$ cat src/rtl/fetch_sequencer_if.sv
// Fetch-stage bundle: execute-stage redirect, decode stall, instruction-memory
// handshake and the queue-head instruction presented to IF/ID.
interface fetch_sequencer_if #(
  parameter int unsigned ADDR_W = 32
);
  logic              inp_pcsrc;
  logic [ADDR_W-1:0] inp_branchTarget;
  logic              inp_stall;
  logic              out_imem_req;
  logic [ADDR_W-1:0] out_imem_addr;
  logic              inp_imem_ack;
  logic [31:0]       inp_imem_data;
  logic [31:0]       out_instr;
  logic [ADDR_W-1:0] out_instr_pc;
  logic              out_instr_valid;

  // Sequencer side
  modport master (
    input  inp_pcsrc, inp_branchTarget, inp_stall, inp_imem_ack, inp_imem_data,
    output out_imem_req, out_imem_addr, out_instr, out_instr_pc, out_instr_valid
  );

  // Memory / pipeline side
  modport slave (
    output inp_pcsrc, inp_branchTarget, inp_stall, inp_imem_ack, inp_imem_data,
    input  out_imem_req, out_imem_addr, out_instr, out_instr_pc, out_instr_valid
  );
endinterface

$ cat src/rtl/fetch_sequencer.sv
// Fetch controller: one outstanding imem request, 2-entry instruction queue,
// branch redirect with flush and discard of the in-flight response.
module fetch_sequencer #(
  parameter int unsigned       ADDR_W   = 32,
  parameter logic [ADDR_W-1:0] RESET_PC = '0,
  parameter logic [ADDR_W-1:0] PC_INC   = ADDR_W'(4)
) (
  input  logic              inp_clk,
  input  logic              inp_rst,
  fetch_sequencer_if.master bus
);

  typedef enum logic [1:0] {IDLE, ISSUE, WAIT} state_e;

  state_e            state_q;
  logic              req_q;
  logic [ADDR_W-1:0] addr_q;
  logic [ADDR_W-1:0] pc_q;
  logic              kill_q;
  logic [1:0]        count_q, count_d;
  logic [31:0]       h_instr_q, h_instr_d, t_instr_q, t_instr_d;
  logic [ADDR_W-1:0] h_pc_q, h_pc_d, t_pc_q, t_pc_d;

  logic              pop, push, to_tail, go_issue;
  logic [ADDR_W-1:0] src;

  // Queue bookkeeping; redirect overrides any coinciding push or pop.
  always_comb begin
    pop       = (count_q != 2'd0) && !bus.inp_stall;
    push      = (state_q == ISSUE) && bus.inp_imem_ack && !kill_q && !bus.inp_pcsrc;
    src       = bus.inp_pcsrc ? bus.inp_branchTarget : pc_q;
    to_tail   = (count_q - 2'(pop)) != 2'd0;
    count_d   = count_q;
    h_instr_d = h_instr_q;
    h_pc_d    = h_pc_q;
    t_instr_d = t_instr_q;
    t_pc_d    = t_pc_q;
    if (bus.inp_pcsrc) begin
      count_d = '0;
    end else begin
      count_d = count_q + 2'(push) - 2'(pop);
      if (pop) begin
        h_instr_d = t_instr_q;
        h_pc_d    = t_pc_q;
      end
      if (push && !to_tail) begin
        h_instr_d = bus.inp_imem_data;
        h_pc_d    = addr_q;
      end
      if (push && to_tail) begin
        t_instr_d = bus.inp_imem_data;
        t_pc_d    = addr_q;
      end
    end
  end

  // A new request goes out whenever the queue will still have room for its
  // response, or a redirect needs to be fetched.
  always_comb begin
    go_issue = 1'b0;
    case (state_q)
      IDLE:    go_issue = 1'b1;
      ISSUE:   go_issue = bus.inp_imem_ack && (count_d < 2'd2);
      WAIT:    go_issue = (count_d < 2'd2) || bus.inp_pcsrc;
      default: go_issue = 1'b0;
    endcase
  end

  always_ff @(posedge inp_clk) begin
    if (inp_rst) begin
      state_q   <= IDLE;
      req_q     <= 1'b0;
      addr_q    <= RESET_PC;
      pc_q      <= RESET_PC;
      kill_q    <= 1'b0;
      count_q   <= '0;
      h_instr_q <= '0;
      h_pc_q    <= '0;
      t_instr_q <= '0;
      t_pc_q    <= '0;
    end else begin
      count_q   <= count_d;
      h_instr_q <= h_instr_d;
      h_pc_q    <= h_pc_d;
      t_instr_q <= t_instr_d;
      t_pc_q    <= t_pc_d;

      if (state_q == ISSUE) begin
        if (bus.inp_imem_ack) begin
          kill_q <= 1'b0;
        end else if (bus.inp_pcsrc) begin
          kill_q <= 1'b1;
        end
      end

      if (go_issue) begin
        state_q <= ISSUE;
        req_q   <= 1'b1;
        addr_q  <= src;
        pc_q    <= src + PC_INC;
      end else if (state_q == ISSUE && bus.inp_imem_ack) begin
        state_q <= WAIT;
        req_q   <= 1'b0;
      end else if (state_q == ISSUE && bus.inp_pcsrc) begin
        // Request address must stay put until the ack; remember the target.
        pc_q <= bus.inp_branchTarget;
      end else if (state_q != ISSUE && state_q != WAIT) begin
        state_q <= IDLE;
        req_q   <= 1'b0;
      end
    end
  end

  assign bus.out_imem_req    = req_q;
  assign bus.out_imem_addr   = addr_q;
  assign bus.out_instr       = h_instr_q;
  assign bus.out_instr_pc    = h_pc_q;
  assign bus.out_instr_valid = (count_q != 2'd0);

endmodule
$ cat src/flat_wrapper.sv
// flat-port wrapper written by rule: the top's interface ports become plain ports
module fetch_sequencer_flat 
#(
  parameter int unsigned       ADDR_W   = 32,
  parameter logic [ADDR_W-1:0] RESET_PC = '0,
  parameter logic [ADDR_W-1:0] PC_INC   = ADDR_W'(4)
)
  (inp_clk, inp_rst, bus_inp_pcsrc, bus_inp_branchTarget, bus_inp_stall, bus_inp_imem_ack, bus_inp_imem_data, bus_out_imem_req, bus_out_imem_addr, bus_out_instr, bus_out_instr_pc, bus_out_instr_valid);
  fetch_sequencer_if #(.ADDR_W(ADDR_W)) bus_i ();
  input  logic inp_clk;
  input  logic inp_rst;
  input wire logic [$bits(bus_i.inp_pcsrc)-1:0] bus_inp_pcsrc;
  input wire logic [$bits(bus_i.inp_branchTarget)-1:0] bus_inp_branchTarget;
  input wire logic [$bits(bus_i.inp_stall)-1:0] bus_inp_stall;
  input wire logic [$bits(bus_i.inp_imem_ack)-1:0] bus_inp_imem_ack;
  input wire logic [$bits(bus_i.inp_imem_data)-1:0] bus_inp_imem_data;
  output wire logic [$bits(bus_i.out_imem_req)-1:0] bus_out_imem_req;
  output wire logic [$bits(bus_i.out_imem_addr)-1:0] bus_out_imem_addr;
  output wire logic [$bits(bus_i.out_instr)-1:0] bus_out_instr;
  output wire logic [$bits(bus_i.out_instr_pc)-1:0] bus_out_instr_pc;
  output wire logic [$bits(bus_i.out_instr_valid)-1:0] bus_out_instr_valid;
  assign bus_i.inp_pcsrc = bus_inp_pcsrc;
  assign bus_i.inp_branchTarget = bus_inp_branchTarget;
  assign bus_i.inp_stall = bus_inp_stall;
  assign bus_i.inp_imem_ack = bus_inp_imem_ack;
  assign bus_i.inp_imem_data = bus_inp_imem_data;
  assign bus_out_imem_req = bus_i.out_imem_req;
  assign bus_out_imem_addr = bus_i.out_imem_addr;
  assign bus_out_instr = bus_i.out_instr;
  assign bus_out_instr_pc = bus_i.out_instr_pc;
  assign bus_out_instr_valid = bus_i.out_instr_valid;
  fetch_sequencer #(.ADDR_W(ADDR_W), .RESET_PC(RESET_PC), .PC_INC(PC_INC)) u_core (.inp_clk(inp_clk), .inp_rst(inp_rst), .bus(bus_i));
endmodule
$ cat config.mk
export PLATFORM = sky130hd
export DESIGN_NAME = fetch_sequencer_flat
export DESIGN_NICKNAME = d
export VERILOG_FILES = /design/src/rtl/fetch_sequencer_if.sv /design/src/rtl/fetch_sequencer.sv /design/src/flat_wrapper.sv
export SDC_FILE = /design/constraint.sdc
export NUM_CORES = 1
export LEC_CHECK = 0
export ABC_AREA = 1
export BUFFER_PORTS_ARGS = -buffer_cell sky130_fd_sc_hd__buf_2
export CAP_MARGIN = 20
export CORE_MARGIN = 1.5
export CORE_UTILIZATION = 35
export CTS_CLUSTER_SIZE = 16
export DETAILED_ROUTE_END_ITERATION = 10
export PLACE_DENSITY = 0.51
export REMOVE_ABC_BUFFERS = 1
export SYNTH_ARGS = -nofsm -noshare
export SYNTH_HDL_FRONTEND = slang
export SYNTH_SLANG_ARGS = --single-unit
$ cat constraint.sdc
create_clock -name inp_clk -period 5.3 [get_ports inp_clk]
set_clock_uncertainty 0.15 [all_clocks]
set_input_delay 0.795 -clock inp_clk [delete_from_list [all_inputs] [get_ports inp_clk]]
set_output_delay 0.795 -clock inp_clk [all_outputs]
set_load 0.05 [all_outputs]
==> impl_metrics.tcl, run 1 <==
set metrics [dict create \
    cts_tree "yes" \
    fmax_mhz 319 \
    clkTransAtPathRegs_ps 80 \
    via_count 9118 \
    clockRootBuffer "clkbuf_16" \
    slowest_stage "clkinv_2" \
    avgRoutedWirePerCell_um 14.1 \
    cts_setup_buffers 0 \
    cts_max_path_buffers 2 \
    place.gp.congestion 0.812 \
    status "finished clean" \
    post_cts_resized 0 \
    grt_max_degree 69 \
    rows 59 \
    hpwl_um 17600 \
    drtIter0Drc 608 \
    synth_xor_area_share_pct 0.279 \
    grt-ovfl-total 0 \
    crit_top_cell "nand2_1" \
    die_area_um2 27900 \
    synth_top_family_by_area "simple AND/OR/NAND/NOR gates" \
    fin_util_pct 42.0 \
    seq_area_frac_synth_pct 41.9 \
    slew_viol_final 0 \
    worst-path-stages 13 \
    netlist_instances 1433 \
    insertion_delay_ps 440 \
    critical_path.top_delay_family "buffers and inverters" \
    cp-end-kind "flip-flop" \
    startpoint "u_core.count_q[1]" \
    initial_core_util_pct 35.9 \
    worstPathRequired_ps 5450 \
    syn2layout_area_growth_pct 16.9 \
    die_width_um 167 \
    fin_nets 1620 \
    netlist_area_um2 9410 \
    max_slew_margin_pct 48.9 \
    crit_type "reg -> reg" \
    drive_gt1_share_pct 16.6 \
    yosys.area_share.adder_pct 0.399 \
    synth_cell_type_count 33 \
    yosys.area_share.simple_pct 27.2 \
    numPortBuffers 166 \
    detailed_place.area_um2 10400 \
    layout_min_cycle_time_ps 3130 \
    setup_viol 0 \
    io_pins 167 \
    worstPathCellList "inv_1, nand2_1, nand2_1, inv_1, ha_1, inv_1, nor2_1, nand2_1, nand2_1, clkinv_2, buf_4, o21ai_0, a21oi_1" \
    final_area_um2 11000 \
    finalSetupTns_ps 0 \
    cap_violations 0 \
    hold_violations 0 \
    grt_pass1_wl_um 43900 \
    viasPerCell 4.81 \
    drc_errors 0 \
    critical_path_buf_inv_count 5 \
    wl_um 26700 \
    hold_depth 2 \
    ant_nets 0 \
    hold_buffers 0 \
    synth_area_per_cell_um2 6.57 \
    numCtsBuffers 17 \
    clock_sinks 197 \
    path_max_fanout 65 \
    ys_ff_latch 197 \
    dr.pass1.iters 5 \
    worst_setup_path_start_kind "flip-flop" \
    synthMuxAreaShare_pct 0 \
    r2r-start "u_core.count_q[1]" \
    grt_usage_pct 19.4 \
    final-seq-area_um2 3940 \
    r2r_cells 13 \
    power_density_nw_per_um2 311 \
    fillCellCount 2844 \
    rsz0062_at_grt "no" \
    htree_levels 4 \
    multi_input_area_um2 4530 \
    p_leak_nw 5.26 \
    ir_worst_vdd_mv 0.178 \
    max_slew.worst_pin.slew_ps 767 \
    finalPower_w 0.00342 \
    grt_antenna_before_repair 1 \
    grt_pass1_vias 8550 \
    fin_crit_sh_pct 59.1 \
    arrival_ps 3280 \
    slowest_delay_ps 560 \
    yosys_warnings 0 \
    worstHoldStart "u_core.pc_q[4]" \
    synth_compound_area_share_pct 20.1 \
    min_path_type "reg -> reg" \
    fp.dieH_um 167 \
    core-area_um2 26200 \
]
layout make-up:
| cell class | count | share of cell area [%] |
|---|---|---|
| Clock buffer | 17 | 3.87 |
| Multi-Input combinational cell | 1002 | 41.2 |
| Clock inverter | 14 | 1.49 |
| Inverter | 148 | 5.09 |
| Timing Repair Buffer | 182 | 8.65 |
| Sequential cell | 197 | 35.9 |
| Tap cell | 335 | 3.81 |
| Antenna cell | 1 | 0.0228 |
final timing paths:
check	endpoint	slack, ps
worst max-delay path	u_core.t_pc_q[23]	2170
worst min-delay path	u_core.pc_q[4]	340
worst max register to register	u_core.t_pc_q[23]	2170
worst min register to register	u_core.pc_q[4]	340
registers in the layout, indices dropped and copies added, names as in the netlist:
name                      cells
u_core.bus.out_instr_pc      32
u_core.bus.out_imem_req       1
u_core.kill_q                 1
u_core.pc_q                  32
u_core.t_pc_q                32
u_core.bus.out_instr         32
u_core.t_instr_q             32
u_core.bus.out_imem_addr     32
u_core.state_q                1
u_core.count_q                2
kinds of logic (layout without fill, tap and decap cells):
logic type	Yosys count	after routing
compound gates	370	370
xor+xnor	3	3
fa+ha+maj	3	3
buf+inv	234	361
flops	197	197
other cells	0	1
simple gates	626	626
cell usage in the layout (no fill, tap or decap), types with 14 or more instances in the layout:
| cell type | n |
|---|---|
| buf_2 | 166 |
| inv_1 | 139 |
| nand3_1 | 37 |
| nand2_1 | 354 |
| clkbuf_16 | 17 |
| dfxtp_1 | 197 |
| nor2_1 | 190 |
| buf_4 | 16 |
| a21oi_1 | 111 |
| nand2_2 | 14 |
| o21ai_0 | 233 |
routing by layer:
metal	routed length [µm]	global-route usage (%)	up-vias	part of all wire (%)
met5	0	0	-	0
met4	386	5.26	0	1.4
met3	934	2.80	22	3.5
met2	12000	31.9	193	45
met1	13400	26.4	4114	50
li1	-	-	4789	-
synthesized netlist by cell type:
cell	count	share of area, %
a31oi_1	8	0.53
buf_4	1	0.080
a21oi_2	3	0.28
o22ai_1	1	0.067
or2_0	1	0.067
nor3_4	1	0.17
nand4_1	7	0.47
a211oi_1	3	0.24
nand3_1	37	2.0
inv_1	141	5.6
nand2_2	13	0.86
xor2_1	3	0.28
nand3b_1	2	0.16
dfxtp_1	197	42
nor2_4	6	0.72
nor2_2	10	0.66
and2_1	1	0.067
o211ai_1	3	0.24
nor2_1	190	7.6
a21oi_1	111	5.9
or2_2	1	0.067
clkbuf_1	46	1.8
o21bai_1	1	0.080
nand3_2	2	0.21
o21ai_1	7	0.37
buf_1	11	0.44
inv_2	7	0.28
buf_2	23	1.2
nand2_1	355	14
buf_8	1	0.16
o21ai_0	233	12
buf_6	4	0.48
ha_1	3	0.40
per-stage QoR:
stage / std cells / hold slack (ps) / setup slack [ps]
floorplan: 1347 / 294 / 11.6
global placement: 1864 / 315 / 1740
detailed placement: 1864 / 322 / 1690
CTS: 1895 / 334 / 2100
global route: 1896 / 361 / 1730
finish: 1896 / 336 / 2170
power by group:
group / total (W) / switching (W) / internal, W
logic: 0.000536 / 0.000401 / 0.000135
clock network: 0.00131 / 0.000671 / 0.000634
registers: 0.00158 / 0.0000322 / 0.00155
total: 0.00342 / 0.00110 / 0.00231
worst reg2reg max path: stages, from the launching register on:
cell and delay [ps]:
dfxtp_1 330, inv_1 90, nand2_1 80, nand2_1 140
inv_1 60, ha_1 260, inv_1 50, nor2_1 220
nand2_1 90, nand2_1 90, clkinv_2 560, buf_4 550
o21ai_0 290, a21oi_1 50
(Power assumes the default switching activity.)
==> run 2: changes to the inputs <==
Settings changed: ABC_AREA 1 to 0, PLACE_DENSITY 0.51 to 0.53.
Clock period 5.3 ns to 2.7 ns, I/O delays scaled along.
==> impl_metrics.tcl, run 2 <==
set metrics [dict create \
    status "finished, violations left" \
    violations "negative setup slack" \
    ys_ff_latch 197 \
    slew_viol_final 0 \
    hold_buffers 0 \
    fmax_mhz 369 \
    synth_most_common_cell "dfxtp_1" \
    critical_path_buf_inv_count 3 \
    power_density_nw_per_um2 576 \
    finalSetupTns_ps -13.4 \
    viasPerCell 5.18 \
    grt_pass1_wl_um 42500 \
    synthFlopType "dfxtp_1" \
    path_max_fanout 12 \
    netlist_area_um2 9180 \
    yosysTopAreaCell "dfxtp_1" \
    seq_area_frac_synth_pct 43.0 \
    io_pins 167 \
    crit_top_cell "ha_4" \
    cts_tree "yes" \
    setup_viol 1 \
    slowest_delay_ps 390 \
    avgRoutedWirePerCell_um 16.7 \
    dr.pass1.iters 4 \
    drive_gt1_share_pct 27.9 \
    synthTopCellsByArea "dfxtp_1 43%, mux2i_1 9.6%, a211oi_1 7.6%" \
    insertion_delay_ps 430 \
    layout_min_cycle_time_ps 2710 \
    die_width_um 165 \
    crit_type "reg -> reg" \
    ir_worst_vdd_mv 0.347 \
    hpwl_um 18300 \
    grt_max_degree 105 \
    clockRootBuffer "clkbuf_16" \
    rows 59 \
    cap_violations 0 \
    p_leak_nw 5.18 \
    fin_nets 1356 \
    final_common_cell "dfxtp_1" \
    synth_area_per_cell_um2 8.56 \
    p_sw_w 0.00207 \
    final_cell_mix "195 x dfxtp_1, 164 x buf_2, 159 x nand2_1, 114 x nor2_1, 88 x mux2i_1" \
    layout_setup_ws_ps -13.4 \
    slowest_stage "maj3_4" \
    p_clk_share_pct 38.4 \
    synth_top_area_share_pct 43.0 \
    finalPower_w 0.00697 \
    synth_common_cells "197 x dfxtp_1, 161 x nand2_1, 117 x nor2_1" \
    netlist_instances 1072 \
    initial_core_util_pct 35.4 \
    worst_setup_path_start_kind "flip-flop" \
    wl_um 27300 \
    cts_max_path_buffers 2 \
    fin_util_pct 46.7 \
    worstPathRequired_ps 2910 \
    grt_pass1_vias 7780 \
    min_path_type "in -> reg" \
    numPortBuffers 166 \
    yosys_warnings 0 \
    syn2layout_area_growth_pct 31.8 \
    ant_nets 0 \
    p_seq_share_pct 45.0 \
    drc_errors 0 \
    grt_usage_pct 19.9 \
    htree_levels 4 \
    place_ws_ps -268 \
    grt-ovfl-total 0 \
    p_int_w 0.00490 \
    grt_antenna_before_repair 0 \
    clock_sinks 197 \
    synth_edf_count 0 \
    p_comb_share_pct 16.6 \
    max_slew.worst_pin.slew_ps 614 \
    fp.dieH_um 165 \
    core-area_um2 25900 \
    place.gp.congestion 0.857 \
    p_sw_share_pct 29.7 \
    hold_violations 0 \
    rsz0062_at_grt "yes" \
    arrival_ps 2930 \
    via_count 8451 \
    die_area_um2 27200 \
    critical_path.top_delay_family "adder cells" \
    max_slew_margin_pct 58.8 \
    diodes 0 \
    worstPathCellList "or2_4, nand2b_4, inv_4, ha_4, inv_2, ha_4, nor2b_4, mux2_4, maj3_4, buf_8, a211o_1, a31oi_1" \
    cp-end-kind "flip-flop" \
    async_reset_ff_share_pct 0 \
    synth_cell_type_count 65 \
    drtIter0Drc 479 \
    numCtsBuffers 17 \
    fin_crit_sh_pct 100 \
    clkTransAtPathRegs_ps 80 \
]
==> run 2: changes by cell type in the layout (fill, tap and decap cells not counted), sizes merged, moves of 10 or more <==
cell    change
nor2       -89
o21ai     -224
nand3      -20
a21oi      -34
nand2     -207
nor3       +15
mux2i      +88
xnor2      +10
buf        +97
a211oi     +90
a22oi      +13
inv       -137
==> run 2: metal layers <==
| metal | GRT usage, % | up-vias | share of wire [%] |
|---|---|---|---|
| met5 | 0 | - | 0 |
| met4 | 4.42 | 0 | 1.1 |
| met3 | 3.47 | 24 | 4.3 |
| met2 | 32.1 | 189 | 46 |
| met1 | 27.7 | 3921 | 49 |
| li1 | - | 4317 | - |
==> run 2: cell type report <==
class | count | area (µm²)
inverters | 9 | 36.3
repair buffers | 281 | 2120
flip-flops and latches | 197 | 3950
clock inverters | 13 | 163
multi-input cells | 778 | 4960
well taps | 335 | 419
fillers | 2534 | 13800
clock buffers | 19 | 453
==> run 2: path summary, 6_finish.rpt <==
check,slack [ps],startpoint,cells after the start,end
max,-10,u_core.count_q[1],12,u_core.pc_q[17]
min,70,bus_inp_imem_data[29],3,u_core.t_instr_q[29]
max reg2reg,-10,u_core.count_q[1],12,u_core.pc_q[17]
min reg2reg,300,u_core.t_pc_q[26],2,u_core.t_pc_q[26]
==> run 2: cells by family after synthesis <==
group / synth area share [%]
buf+inv: 4.57
xor+xnor: 1.14
mux: 10.6
simple gates: 19.4
fa+ha+maj: 0.641
flops: 43.0
compound gates: 20.7
==> run 2: timing repair <==
action / CTS / global route
pin swaps: 21 / 30
setup buffers: 16 / 9
cloned: 5 / 2
endpoints found under the setup margin: 60 / 106
gates resized for setup: 33 / 33
==> run 2: worst min-delay path, delay by kind of cell <==
family          cells  cell delay [ps]
buf+inv             1              100
simple gates        1               50
compound gates      1               50
==> run 2: power groups by stage <==
stage,Clock [W],Sequential [W],Combinational (W)
2_1_floorplan,0,0.00346,0.000398
3_3_place_gp,0,0.00320,0.00108
3_5_place_dp,0,0.00320,0.00109
4_1_cts,0.00277,0.00314,0.00114
5_1_grt,0.00289,0.00316,0.00124
6_report,0.00268,0.00314,0.00116
==> run 2: stage by stage <==
stage                     instances  cell area (µm²)  hold WS, ps
after floorplan                 984             8800          276
after global placement         1573            10900          292
after detailed placement       1573            10900          296
after CTS                      1622            11900         49.8
after global routing           1632            12100         60.1
final                          1632            12100         69.2
==> run 3: changes to the inputs <==
Settings changed: CORE_UTILIZATION 35 to 50, PLACE_DENSITY 0.53 to 0.73.
==> impl_metrics.tcl, run 3 (synthesized netlist as in run 2, its figures left out) <==
set metrics [dict create \
    setup_viol 7 \
    htree_levels 4 \
    drtIter0Drc 839 \
    viasPerCell 5.80 \
    grt-ovfl-total 0 \
    via_count 8739 \
    hold_buffers 0 \
    place.gp.congestion 0.877 \
    io_pins 167 \
    ant_nets 0 \
    detailed_place.area_um2 10600 \
    layout_setup_ws_ps -29.1 \
    layout_min_cycle_time_ps 2730 \
    p_leak_nw 5.07 \
    p_int_w 0.00484 \
    power_density_nw_per_um2 583 \
    reg2reg_slack_ps -30 \
    max_slew.worst_pin.slew_ps 635 \
    multi_input_area_um2 5010 \
    worstHoldStart "bus_inp_imem_data[25]" \
    r2r_cells 13 \
    fin_util_pct 65.8 \
    die_area_um2 19200 \
    final_common_cell "dfxtp_1" \
    fmax_mhz 366 \
    grt_pass1_wl_um 41600 \
    p_comb_share_pct 16.6 \
    avgRoutedWirePerCell_um 17.4 \
    initial_core_util_pct 51.1 \
    reg2reg_to "u_core.pc_q[6]" \
    cts_max_path_buffers 2 \
    p_seq_share_pct 45.6 \
    p_sw_w 0.00205 \
    rows 49 \
    numCtsBuffers 17 \
    grt_pass1_vias 8139 \
    fin_nets 1337 \
    violations "negative setup slack" \
    fillCellCount 1523 \
    syn2layout_area_growth_pct 28.7 \
    hold_depth 3 \
    final_cell_mix "195 x dfxtp_1, 166 x buf_2, 160 x nand2_1, 113 x nor2_1, 86 x mux2i_1" \
    wl_um 26300 \
    finalNonFillerCells 1508 \
    path_max_fanout 5 \
    dr.pass1.iters 5 \
    worstPathRequired_ps 2860 \
    cp-end-kind "flip-flop" \
    worst_setup_path_start_kind "flip-flop" \
    clkTransAtPathRegs_ps 80 \
    fin_crit_sh_pct 101 \
    numPortBuffers 166 \
    status "finished, violations left" \
    p_sw_share_pct 29.8 \
    fp.dieH_um 139 \
    slowest_stage "dfxtp_2" \
    hold_violations 0 \
    cts_tree "yes" \
    p_clk_share_pct 37.8 \
    min_to "u_core.t_instr_q[25]" \
    r2r-start "u_core.count_q[0]" \
    placed_cells 1445 \
    worstPathCellList "or2_4, nand2b_4, inv_2, ha_4, inv_2, ha_4, buf_4, and3b_1, mux2i_2, nand3_4, buf_2, a222oi_1, a21oi_1" \
    insertion_delay_ps 430 \
    final_area_um2 11800 \
    min_path_type "in -> reg" \
    max_slew_margin_pct 57.7 \
    grt_usage_pct 26.5 \
    crit_type "reg -> reg" \
    hpwl_um 16100 \
    die_width_um 139 \
    final-seq-area_um2 3950 \
    core-area_um2 18000 \
    arrival_ps 2880 \
    rsz0062_at_grt "yes" \
    clock_sinks 197 \
    cap_violations 0 \
    slowest_delay_ps 320 \
    grt_max_degree 95 \
    drive_gt1_share_pct 27.2 \
    ir_worst_vdd_mv 0.445 \
    clockRootBuffer "clkbuf_16" \
    grt_antenna_before_repair 1 \
    drc_errors 0 \
    slew_viol_final 0 \
]
==> run 3: changes by cell type in the layout (fill, tap and decap cells not counted), moves of 3 or more <==
| cell | previous run | this run |
|---|---|---|
| buf_4 | 76 | 63 |
| buf_8 | 10 | 3 |
| a211oi_1 | 85 | 80 |
| a211oi_2 | 8 | 13 |
| buf_12 | 16 | 12 |
| buf_16 | 4 | 7 |
==> run 3: worst max-delay path: cells and delay by family, from the launching register on <==
kind            cells  cell delay, ps
simple gates        4             660
fa+ha+maj           2             420
buf+inv             4             420
compound gates      2             370
flops               1             320
mux                 1             240
==> run 3: how the worst max path moves through the flow <==
| stage | to | start |
|---|---|---|
| after floorplan | u_core.bus.out_instr[0] | u_core.count_q[1] |
| after global placement | u_core.pc_q[23] | u_core.count_q[1] |
| after detailed placement | u_core.pc_q[30] | u_core.count_q[1] |
| after CTS | u_core.bus.out_instr_pc[1] | u_core.count_q[0] |
| after global routing | u_core.pc_q[6] | u_core.count_q[0] |
| final | u_core.pc_q[6] | u_core.count_q[0] |
==> run 3: cell type report <==
type | count | share of cell area [%]
multi-input cells | 778 | 42.4
repair buffers | 262 | 16.4
flip-flops and latches | 197 | 33.4
clock inverters | 14 | 1.41
clock buffers | 18 | 3.63
inverters | 9 | 0.286
diodes | 1 | 0.0212
well taps | 229 | 2.42
==> run 3: power groups by stage <==
stage | combinational [W] | clock (W) | sequential, W
2_1_floorplan | 0.000398 | 0 | 0.00346
3_3_place_gp | 0.00104 | 0 | 0.00320
3_5_place_dp | 0.00105 | 0 | 0.00320
4_1_cts | 0.00111 | 0.00264 | 0.00314
5_1_grt | 0.00122 | 0.00278 | 0.00316
6_report | 0.00115 | 0.00261 | 0.00314
==> run 3: layer usage <==
layer / track usage, % / wire [µm] / up-vias / share of wire [%]
met4: 8.92 / 850 / 0 / 3.2
met1: 35.2 / 11500 / 4127 / 44
met2: 43.7 / 12400 / 290 / 47
met5: 0 / 0 / - / 0
met3: 4.47 / 1530 / 41 / 5.8
li1: - / - / 4281 / -
==> run 3: what timing repair did <==
item / 4_1_cts / 5_1_grt
pin swaps: 22 / 23
resized for setup: 39 / 29
endpoints found under the hold margin: 0 / 0
gates cloned: 7 / 2
buffers inserted: 22 / 2
endpoints found under the setup margin: 55 / 120
==> run 3: metrics by stage <==
step           total power, W  worst slack, ps  hold WS (ps)  setup TNS [ps]
2_1_floorplan         0.00386            -7770           276         -572660
3_3_place_gp          0.00424             -202           291           -2950
3_5_place_dp          0.00425             -250           296           -4880
4_1_cts               0.00689            -56.3          56.7           -1370
5_1_grt               0.00715             -161          61.5           -1860
6_report              0.00689            -29.1          68.4           -93.3
